## src/rtl/spi_reg_bank_pkg.sv

```systemverilog
// Shared types and default sizing for the SPI register bank.
`timescale 1ns/1ps
package spi_reg_bank_pkg;

  typedef enum logic [1:0] {
    ST_IDLE  = 2'd0,
    ST_CMD   = 2'd1,
    ST_WDATA = 2'd2,
    ST_RDATA = 2'd3
  } spi_state_e;

  localparam int N_REGS_DEF = 5;
  localparam int ADDR_W_DEF = 7;
  localparam int DATA_W_DEF = 8;

endpackage

```

## src/rtl/spi_reg_bank_sync.sv

```systemverilog
// Two-flop synchroniser for an asynchronous pin, followed by a one-flop edge detector.
`timescale 1ns/1ps
module spi_sync_edge #(
  parameter logic RST_VAL = 1'b0
) (
  input  logic clk,
  input  logic rst_n,
  input  logic din,
  output logic level,
  output logic rise,
  output logic fall
);

  logic [1:0] sync_r;
  logic       prev_r;

  // synchroniser chain plus previous-level flop for edge detection
  always_ff @(posedge clk or negedge rst_n) begin
    if (!rst_n) begin
      sync_r <= {2{RST_VAL}};
      prev_r <= RST_VAL;
    end else begin
      sync_r <= {sync_r[0], din};
      prev_r <= sync_r[1];
    end
  end

  assign level = sync_r[1];
  assign rise  = sync_r[1] & ~prev_r;
  assign fall  = ~sync_r[1] & prev_r;

endmodule

```

## src/rtl/spi_reg_bank.sv

```systemverilog
// SPI mode-0 target with a bank of N_REGS writable/readable control registers.
`timescale 1ns/1ps
module spi_reg_bank
  import spi_reg_bank_pkg::*;
#(
  parameter int N_REGS = N_REGS_DEF,
  parameter int ADDR_W = ADDR_W_DEF,
  parameter int DATA_W = DATA_W_DEF
) (
  input  logic                     clk,
  input  logic                     rst_n,
  input  logic                     sclk,
  input  logic                     copi,
  input  logic                     ncs,
  output logic                     cipo,
  output logic                     cipo_oe,
  output logic [N_REGS*DATA_W-1:0] reg_q,
  output logic [N_REGS-1:0]        wr_pulse,
  output logic                     frame_err
);

  localparam int FRAME_W = 1 + ADDR_W + DATA_W;
  localparam int CNT_W   = $clog2(FRAME_W + 2);
  localparam int SH_W    = (ADDR_W > DATA_W) ? ADDR_W : DATA_W;
  localparam logic [CNT_W-1:0]  CNT_CMD_END = CNT_W'(ADDR_W);
  localparam logic [CNT_W-1:0]  CNT_FRAME   = CNT_W'(FRAME_W);
  localparam logic [CNT_W-1:0]  CNT_SAT     = CNT_W'(FRAME_W + 1);
  localparam logic [ADDR_W:0]   ADDR_LIMIT  = (ADDR_W+1)'(N_REGS);

  logic sclk_lvl_unused_s, sclk_rise_s, sclk_fall_s;
  logic ncs_lvl_unused_s, ncs_rise_s, ncs_fall_s;
  logic copi_lvl_s, copi_rise_unused_s, copi_fall_unused_s;

  spi_sync_edge #(.RST_VAL(1'b0)) u_sync_sclk (
    .clk(clk), .rst_n(rst_n), .din(sclk),
    .level(sclk_lvl_unused_s), .rise(sclk_rise_s), .fall(sclk_fall_s)
  );
  spi_sync_edge #(.RST_VAL(1'b1)) u_sync_ncs (
    .clk(clk), .rst_n(rst_n), .din(ncs),
    .level(ncs_lvl_unused_s), .rise(ncs_rise_s), .fall(ncs_fall_s)
  );
  spi_sync_edge #(.RST_VAL(1'b0)) u_sync_copi (
    .clk(clk), .rst_n(rst_n), .din(copi),
    .level(copi_lvl_s), .rise(copi_rise_unused_s), .fall(copi_fall_unused_s)
  );

  spi_state_e        state_r, state_nx_s;
  logic [CNT_W-1:0]  bit_cnt_r;
  logic [SH_W-1:0]   shift_r;
  logic [ADDR_W-1:0] addr_r;
  logic [DATA_W-1:0] shadow_r;
  logic              overrun_r;
  logic              cipo_r, cipo_oe_r, frame_err_r;

  logic [ADDR_W:0]   cmd_s;
  logic [DATA_W-1:0] rd_data_s;
  logic              frame_end_s, good_len_s, addr_ok_s, commit_s, err_s, shift_en_s;

  // command word completes with the bit arriving on this sclk rise
  assign cmd_s       = {shift_r[ADDR_W-1:0], copi_lvl_s};
  assign frame_end_s = ncs_rise_s && (state_r != ST_IDLE);
  assign good_len_s  = (bit_cnt_r == CNT_FRAME) && !overrun_r;
  assign addr_ok_s   = {1'b0, addr_r} < ADDR_LIMIT;
  assign commit_s    = frame_end_s && (state_r == ST_WDATA) && good_len_s && addr_ok_s;
  assign err_s       = frame_end_s && !commit_s && !((state_r == ST_RDATA) && good_len_s);
  // an sclk rise coinciding with ncs rise is dropped
  assign shift_en_s  = sclk_rise_s && !ncs_rise_s && (state_r != ST_IDLE);

  // read mux over the register bank; out-of-range addresses read as zero
  always_comb begin
    rd_data_s = '0;
    for (int i = 0; i < N_REGS; i++) begin
      rd_data_s = rd_data_s |
                  (reg_q[i*DATA_W +: DATA_W] & {DATA_W{cmd_s[ADDR_W-1:0] == ADDR_W'(i)}});
    end
  end

  // next-state logic
  always_comb begin
    state_nx_s = state_r;
    case (state_r)
      ST_IDLE: begin
        if (ncs_fall_s) state_nx_s = ST_CMD;
        else            state_nx_s = ST_IDLE;
      end
      ST_CMD: begin
        if (ncs_rise_s)                                      state_nx_s = ST_IDLE;
        else if (sclk_rise_s && (bit_cnt_r == CNT_CMD_END)) state_nx_s = cmd_s[ADDR_W] ? ST_WDATA : ST_RDATA;
        else                                                 state_nx_s = ST_CMD;
      end
      ST_WDATA, ST_RDATA: begin
        if (ncs_rise_s) state_nx_s = ST_IDLE;
        else            state_nx_s = state_r;
      end
      default: state_nx_s = ST_IDLE;
    endcase
  end

  // state register
  always_ff @(posedge clk or negedge rst_n) begin
    if (!rst_n) state_r <= ST_IDLE;
    else        state_r <= state_nx_s;
  end

  // frame datapath: bit counter, shift register, address latch, read shadow, cipo
  always_ff @(posedge clk or negedge rst_n) begin
    if (!rst_n) begin
      bit_cnt_r   <= '0;
      shift_r     <= '0;
      addr_r      <= '0;
      shadow_r    <= '0;
      overrun_r   <= 1'b0;
      cipo_r      <= 1'b0;
      cipo_oe_r   <= 1'b0;
      frame_err_r <= 1'b0;
    end else begin
      frame_err_r <= err_s;
      cipo_oe_r   <= (state_nx_s != ST_IDLE);
      if ((state_r == ST_IDLE) && ncs_fall_s) begin
        bit_cnt_r <= '0;
        shift_r   <= '0;
        overrun_r <= 1'b0;
      end else if (shift_en_s) begin
        if (bit_cnt_r != CNT_SAT) bit_cnt_r <= bit_cnt_r + CNT_W'(1);
        if ((state_r == ST_CMD) || ((state_r == ST_WDATA) && (bit_cnt_r < CNT_FRAME)))
          shift_r <= {shift_r[SH_W-2:0], copi_lvl_s};
        if ((state_r == ST_WDATA) && (bit_cnt_r >= CNT_FRAME)) overrun_r <= 1'b1;
        if ((state_r == ST_CMD) && (bit_cnt_r == CNT_CMD_END)) begin
          addr_r   <= cmd_s[ADDR_W-1:0];
          shadow_r <= rd_data_s;
        end
      end
      // shadow shifts in zeros so bits past the data field read as 0
      if (state_nx_s != ST_RDATA) begin
        cipo_r <= 1'b0;
      end else if ((state_r == ST_RDATA) && sclk_fall_s) begin
        cipo_r   <= shadow_r[DATA_W-1];
        shadow_r <= {shadow_r[DATA_W-2:0], 1'b0};
      end
    end
  end

  genvar g;
  for (g = 0; g < N_REGS; g++) begin : g_reg
    logic [DATA_W-1:0] data_r;
    logic              pulse_r;

    // register g: written on the commit cycle of a good frame addressed to it
    always_ff @(posedge clk or negedge rst_n) begin
      if (!rst_n) begin
        data_r  <= '0;
        pulse_r <= 1'b0;
      end else begin
        pulse_r <= commit_s && (addr_r == ADDR_W'(g));
        if (commit_s && (addr_r == ADDR_W'(g))) data_r <= shift_r[DATA_W-1:0];
      end
    end

    assign reg_q[g*DATA_W +: DATA_W] = data_r;
    assign wr_pulse[g]               = pulse_r;
  end

  assign cipo      = cipo_r;
  assign cipo_oe   = cipo_oe_r;
  assign frame_err = frame_err_r;

endmodule
```

## config.mk

```make
export PLATFORM = sky130hd
export DESIGN_NAME = spi_reg_bank
export DESIGN_NICKNAME = d
export VERILOG_FILES = /design/src/rtl/spi_reg_bank_pkg.sv /design/src/rtl/spi_reg_bank_sync.sv /design/src/rtl/spi_reg_bank.sv
export SDC_FILE = /design/constraint.sdc
export NUM_CORES = 1
export LEC_CHECK = 0
export CORE_MARGIN = 2
export CORE_UTILIZATION = 39
export CTS_CLUSTER_SIZE = 10
export DETAILED_ROUTE_END_ITERATION = 8
export GPL_ROUTABILITY_DRIVEN = 0
export GPL_TIMING_DRIVEN = 0
export HOLD_SLACK_MARGIN = 0.02
export PLACE_DENSITY_LB_ADDON = 0.1
export SLEW_MARGIN = 40
export SYNTH_ARGS = -nofsm -noshare
export SYNTH_HDL_FRONTEND = slang
export SYNTH_SLANG_ARGS = --single-unit
```

## constraint.sdc

```tcl
create_clock -name clk -period 2.7 [get_ports clk]
set_clock_uncertainty 0.15 [all_clocks]
set_input_delay 0.54 -clock clk [delete_from_list [all_inputs] [get_ports clk]]
set_output_delay 0.54 -clock clk [all_outputs]
set_load 0.03 [all_outputs]
```

Word-level counts from Yosys, hierarchy flattened
Cells that the tools add are included.
Widths: inputs -> output; s select.

word-level totals
  output and inout port bits = 48
  register bits = 87
  input port bits = 5

operators by class
  $add $sub $neg = 1
  reductions and logical operators = 41
  order comparisons = 3
  bitwise operators = 18
  eq/ne operators = 15
  multiplexer cells = 22

operators by type and width
  operator             count
  $mux 8               8
  $and 8x8->8          5
  $or 8x8->8           4
  $eq 7x2->1 const B   4
  $logic_and 1x1->1    21
  $mux 5               3
  $eq 7x1->1 const B   2
  $eq 7x3->1 const B   2
  $logic_not 7->1      2
  $reduce_bool 2->1    7
  $lt 7x3->1 const B   1
  $mux 1               7
  $mux 2               3
  $pmux 2 s3           1
  $reduce_and 2->1     3
  $add 5x1->5 const B  1
  $eq 5x3->1 const B   1
  $eq 5x5->1 const B   1
  $ge 5x5->1 const B   1
  $lt 5x5->1 const B   1
  $ne 5x5->1 const B   1
  $not 1->1            5
  $and 1x1->1          4
  $eq 2x2->1 const B   2
  7 further kinds      10

Depth between registers and ports, before layout
Gate-level depths: netlist of the first run.

  word-level depth = 11
  depth in mapped cells = 8
  depth with buffers taken out = 7

By module
A second synthesis of the first run with hierarchy kept.

second synthesis, totals
  cells, all modules = 332
  area, all modules = 4,015.1 um2

by module, submodules not included
  module                           cells an instance  area each (um2)  times used  sequential area each (um2)
  spi_reg_bank                     317                3,741.1          1           1,976.9
  spi_sync_edge (u_sync_copi ...)  5                  90.1             2           75.1
  spi_sync_edge (u_sync_ncs)       5                  93.8             1           78.8

Worst setup path after synthesis of the first run
OpenSTA, ideal clock, no wires.

  kind = register to register
  start point = reg addr_r[6]
  end point = reg g_reg[1].data_r[7]
  data arrival time = 1,692 ps
  library setup time = 125 ps
  required time = 2,425 ps
  period minus slack after synthesis = 1,967 ps
  cell stages (with the launch flop) = 7
  path slack = 733 ps
  path through = dfrtp_1 > nor4_2 > and4_2 > buf_2 > nand2_2 > inv_1 > mux2_2

on the way
  cells in the longest elaborated chain, start to end = 3
  elaborated cells between the ends (all ways) = 4

ends and longest elaborated chain
  element                 RTL line             source
  start, declared         spi_reg_bank.sv:50   logic [ADDR_W-1:0] addr_r;
  start signal, assigned  spi_reg_bank.sv:129  addr_r <= cmd_s[ADDR_W-1:0];
  $lt 7x3->1              spi_reg_bank.sv:63   assign addr_ok_s = {1'b0, addr_r} < ADDR_LIMIT;
  $logic_and 1x1->1       spi_reg_bank.sv:64   assign commit_s = frame_end_s && (state_r == ST_WDATA) && good_len_s && addr_ok_s;
  $logic_and 1x1->1 (*)   spi_reg_bank.sv:155  if (commit_s && (addr_r == ADDR_W'(g))) data_r <= shift_r[DATA_W-1:0];
  end signal, assigned    spi_reg_bank.sv:155
  end, declared           spi_reg_bank.sv:145  logic [DATA_W-1:0] data_r;

Every way passes the cells marked *; elsewhere a longest branch is shown, timed or not.
A chain may end at the register's enable or synchronous reset.

Worst setup path in the final report of the first run
Ends and elaborated chain as after synthesis.

==> results of run 1 <==
-- cell families (layout without fill, tap and decap cells) --
logic type | Yosys count | in the layout | share of synthesized area [%]
xor+xnor | 1 | 1 | 0.2152
flops | 87 | 87 | 53.58
simple gates | 83 | 83 | 14.11
compound gates | 52 | 52 | 8.300
fa+ha+maj | 3 | 3 | 0.9223
mux | 62 | 62 | 17.40
buf+inv | 42 | 112 | 5.472
-- metal layers --
metal / vias up / share of wire, % / routed length [um]
met1: 1418 / 50 / 4688
met4: 0 / 2.0 / 186
met2: 66 / 45 / 4180
li1: 1305 / - / -
met5: - / 0 / 0
met3: 16 / 3.4 / 321
-- synth_stat cells, types with 2 or more instances --
cell	n	area share, %
ha_1	3	0.92
o21ai_0	21	2.6
o221ai_1	5	1.1
nand3_1	9	1.1
clkbuf_1	4	0.37
nand2_1	12	1.1
nor4_1	2	0.31
and3_1	2	0.31
and4bb_2	2	0.61
buf_1	2	0.18
nor2_1	10	0.92
o22ai_1	2	0.31
nand3b_1	5	0.92
inv_1	17	1.6
o211ai_1	3	0.55
mux2i_1	16	3.9
nor3_1	4	0.49
mux2_2	38	11
nand4_1	4	0.61
buf_6	2	0.55
dfrtp_1	84	52
a21oi_1	9	1.1
clkbuf_4	4	0.74
o21ai_1	4	0.49
nand4b_1	6	1.3
a2bb2oi_1	4	0.86
mux2_4	8	3.0
buf_4	6	1.1
dfstp_2	3	1.9
nand2b_1	10	1.5
buf_2	5	0.61
nand2_2	2	0.31
-- worst max path at each step --
stage / slack [ns] / startpoint / end
4_1_cts: 0.36 / addr_r[6] / g_reg[1].data_r[7]
3_3_place_gp: -2.36 / rst_n / g_reg[0].data_r[2]
3_5_place_dp: 0.36 / addr_r[6] / g_reg[1].data_r[7]
2_1_floorplan: 0.73 / addr_r[6] / g_reg[1].data_r[7]
6_report: 0.33 / addr_r[6] / g_reg[1].data_r[7]
5_1_grt: 0.19 / bit_cnt_r[0] / shadow_r[7]
-- layout make-up --
type,instances,area [um^2],share of cell area [%]
clock inverter,4,76.32,1.517
tap,136,170.2,3.382
inverter,17,63.81,1.268
multi-input combinational,201,1667,33.13
timing repair buffer,54,559.3,11.12
sequential,87,2181,43.35
clock buffer,12,155.1,3.084
buffer,25,158.9,3.158
-- worst max-delay path, stage by stage, from the launching register on --
cell and delay, ns:
dfrtp_1 0.40, nor4_2 0.56, and4_2 0.32, buf_2 0.17
nand2_2 0.21, inv_1 0.13, mux2_2 0.33
-- power groups by stage --
| stage | logic [W] | clock network (W) | registers, W |
|---|---|---|---|
| CTS | 0.000273 | 0.00107 | 0.00137 |
| detailed placement | 0.000270 | 0 | 0.00139 |
| global placement | 0.000262 | 0 | 0.00139 |
| floorplan | 0.000162 | 0 | 0.00139 |
| finish | 0.000269 | 0.00106 | 0.00137 |
| global route | 0.000300 | 0.00112 | 0.00138 |
-- sequential cells by signal, indices dropped and copies added (netlist names) --
| register | count |
|---|---|
| overrun_r | 1 |
| u_sync_ncs.sync_r | 2 |
| frame_err | 1 |
| u_sync_copi.sync_r | 2 |
| addr_r | 7 |
| u_sync_sclk.sync_r | 2 |
| shift_r | 8 |
| u_sync_sclk.prev_r | 1 |
| g.data_r | 40 |
| bit_cnt_r | 5 |
| u_sync_ncs.prev_r | 1 |
| cipo | 1 |
| cipo_oe | 1 |
| g.pulse_r | 5 |
| shadow_r | 8 |
| state_r | 2 |
-- per-stage QoR --
stage	utilization, %	std cells	area, um^2
global route	49.17	536	5031
finish	49.17	536	5031
floorplan	-	330	4070
CTS	49.17	536	5031
global placement	46.53	518	4761
detailed placement	46.81	519	4790
-- what timing repair did --
action | 4_1_cts | 5_1_grt
resized for setup | 0 | 0
hold endpoints to repair | 39 | 0
hold buffers | 1 | 0
==> summary.md, run 1 <==
| Metric | Value |
|---|---|
| Status | `finished clean` |
| Setup bufs post-CTS | `0` |
| Clock Path Buffers | `2` |
| Die height | `106.2 um` |
| 1st-iter DRT viols | `87` |
| Slew margin rel. | `49.67%` |
| Worst path required time | `2.81 ns` |
| MaxCap Viol Count | `0` |
| Min-Delay Path Class | `register to register` |
| Met2 Use GR | `26.47%` |
| Reg-to-Reg End | `g_reg[1].data_r[7]` |
| ANT nets after route | `0` |
| NetSw | `0.0006844 W` |
| DIE AREA | `11270 um^2` |
| Overall Global Routing Usage | `17.83%` |
| FF-to-FF path depth | `6` |
| Total CTS buffers | `9` |
| FFs w/ async S/R, synth | `100.0%` |
| Largest net degree at the start of global routing | `46` |
| Switching part of the total | `25.42%` |
| Vias | `2805` |
| Die X | `106.2 um` |
| Min-Delay Endpoint | `u_sync_sclk.sync_r[1]` |
| Clk pin slew, worst setup/hold paths | `0.09 ns` |
| Mean post-synth cell area | `12.33 um^2` |
| M3 GR Usage | `3.495%` |
| Area Growth Syn to Fin | `23.61%` |
| Final max-slew violation count | `0` |
| Antenna diode count | `0` |
| Post-Syn Area | `4070 um^2` |
| VDD IR-drop max | `299.7 uV` |
| Yosys warns | `0` |
| NumNets Final | `403` |
| Type of origin of the critical path | `register` |
| Gate power share | `10.0%` |
| Synth Register Bits | `87` |
| Endpoints failing setup | `0` |
| Power Dens Cells | `535.2 nW/um^2` |
| Number of port buffers | `52` |
| GR Layer Usage met1 | `26.05%` |
| Vias in the first global route | `2872` |
| Initial core utilization | `39.78%` |
| Post-synth top flop | `dfrtp_1` |
| Worst setup EP type | `register` |
| CTS tree | `yes` |
| Worst-Margin Slew | `0.7492 ns` |
| Final TNS setup | `0 ns` |
| CP max FO | `8` |
| Via density | `5.233` |
| Leakage | `2.292 nW` |
| Antenna violations before repair | `0` |
| Commonest non-fill, non-tap cell in the layout | `dfrtp_1` |
| Achievable frequency | `422.6 MHz` |
| Clk Latency, worst-skew pair | `0.37 ns` |
| CTS root buf | `clkbuf_8` |
| Global-route wire length before repair | `15490 um` |
| Fillers | `932` |
| Syn_nets | `338` |
| Worst Hold Depth | `0` |
| Drt total wl | `9376 um` |
| Clock tree sinks | `87` |
| Pwr Total | `0.002692 W` |
| H-tree Lvls | `3` |
| Crit share post-route | `87.64%` |
| Internal | `0.002008 W` |
| Minimum clock period | `2.366 ns` |
| R2R Path Start | `addr_r[6]` |
| Sequential power share | `50.8%` |
| Core area | `10230 um^2` |
| First-pass detailed-route iteration total | `4` |
| Fin Hold WS | `0.2023 ns` |
| Share of cells above drive strength 1 | `24.75%` |
| Clock Power Share | `39.2%` |
| Final Hold Fails | `0` |
| Sequential fraction of the synthesis area | `53.58%` |
| DRC | `0` |
| Worst slack, placed | `0.3640 ns` |
| Drt wl/cell | `17.49 um` |
| Grt peak-use layer | `met2` |
| RSZ-0062 raised after global routing | `no` |
| Netlist cell types | `54` |
| Most frequent cells in the layout | `dfrtp_1, clkdlybuf4s50_1, mux2_2` |
| Ports | `53` |
| Crit path DAT | `2.48 ns` |
| Setup ws final | `0.3337 ns` |
| Setup CP Type | `register to register` |
| Final HPWL DP | `6427 um` |
| Hold Startpoint | `u_sync_sclk.sync_r[0]` |
| # rows | `37` |
| Grt ovf | `0` |
| Reg-to-reg setup timing slack | `0.33 ns` |
| Syn Inst Count | `330` |
| EDFF count, synth | `0` |
Note: power is estimated with default switching activity, not from simulation.
==> run 2, diff against run 1 <==
SLEW_MARGIN = 20   (was 40)
==> results of run 2 <==
No change in the layout: final DEF, timing and power equal those of run 1.
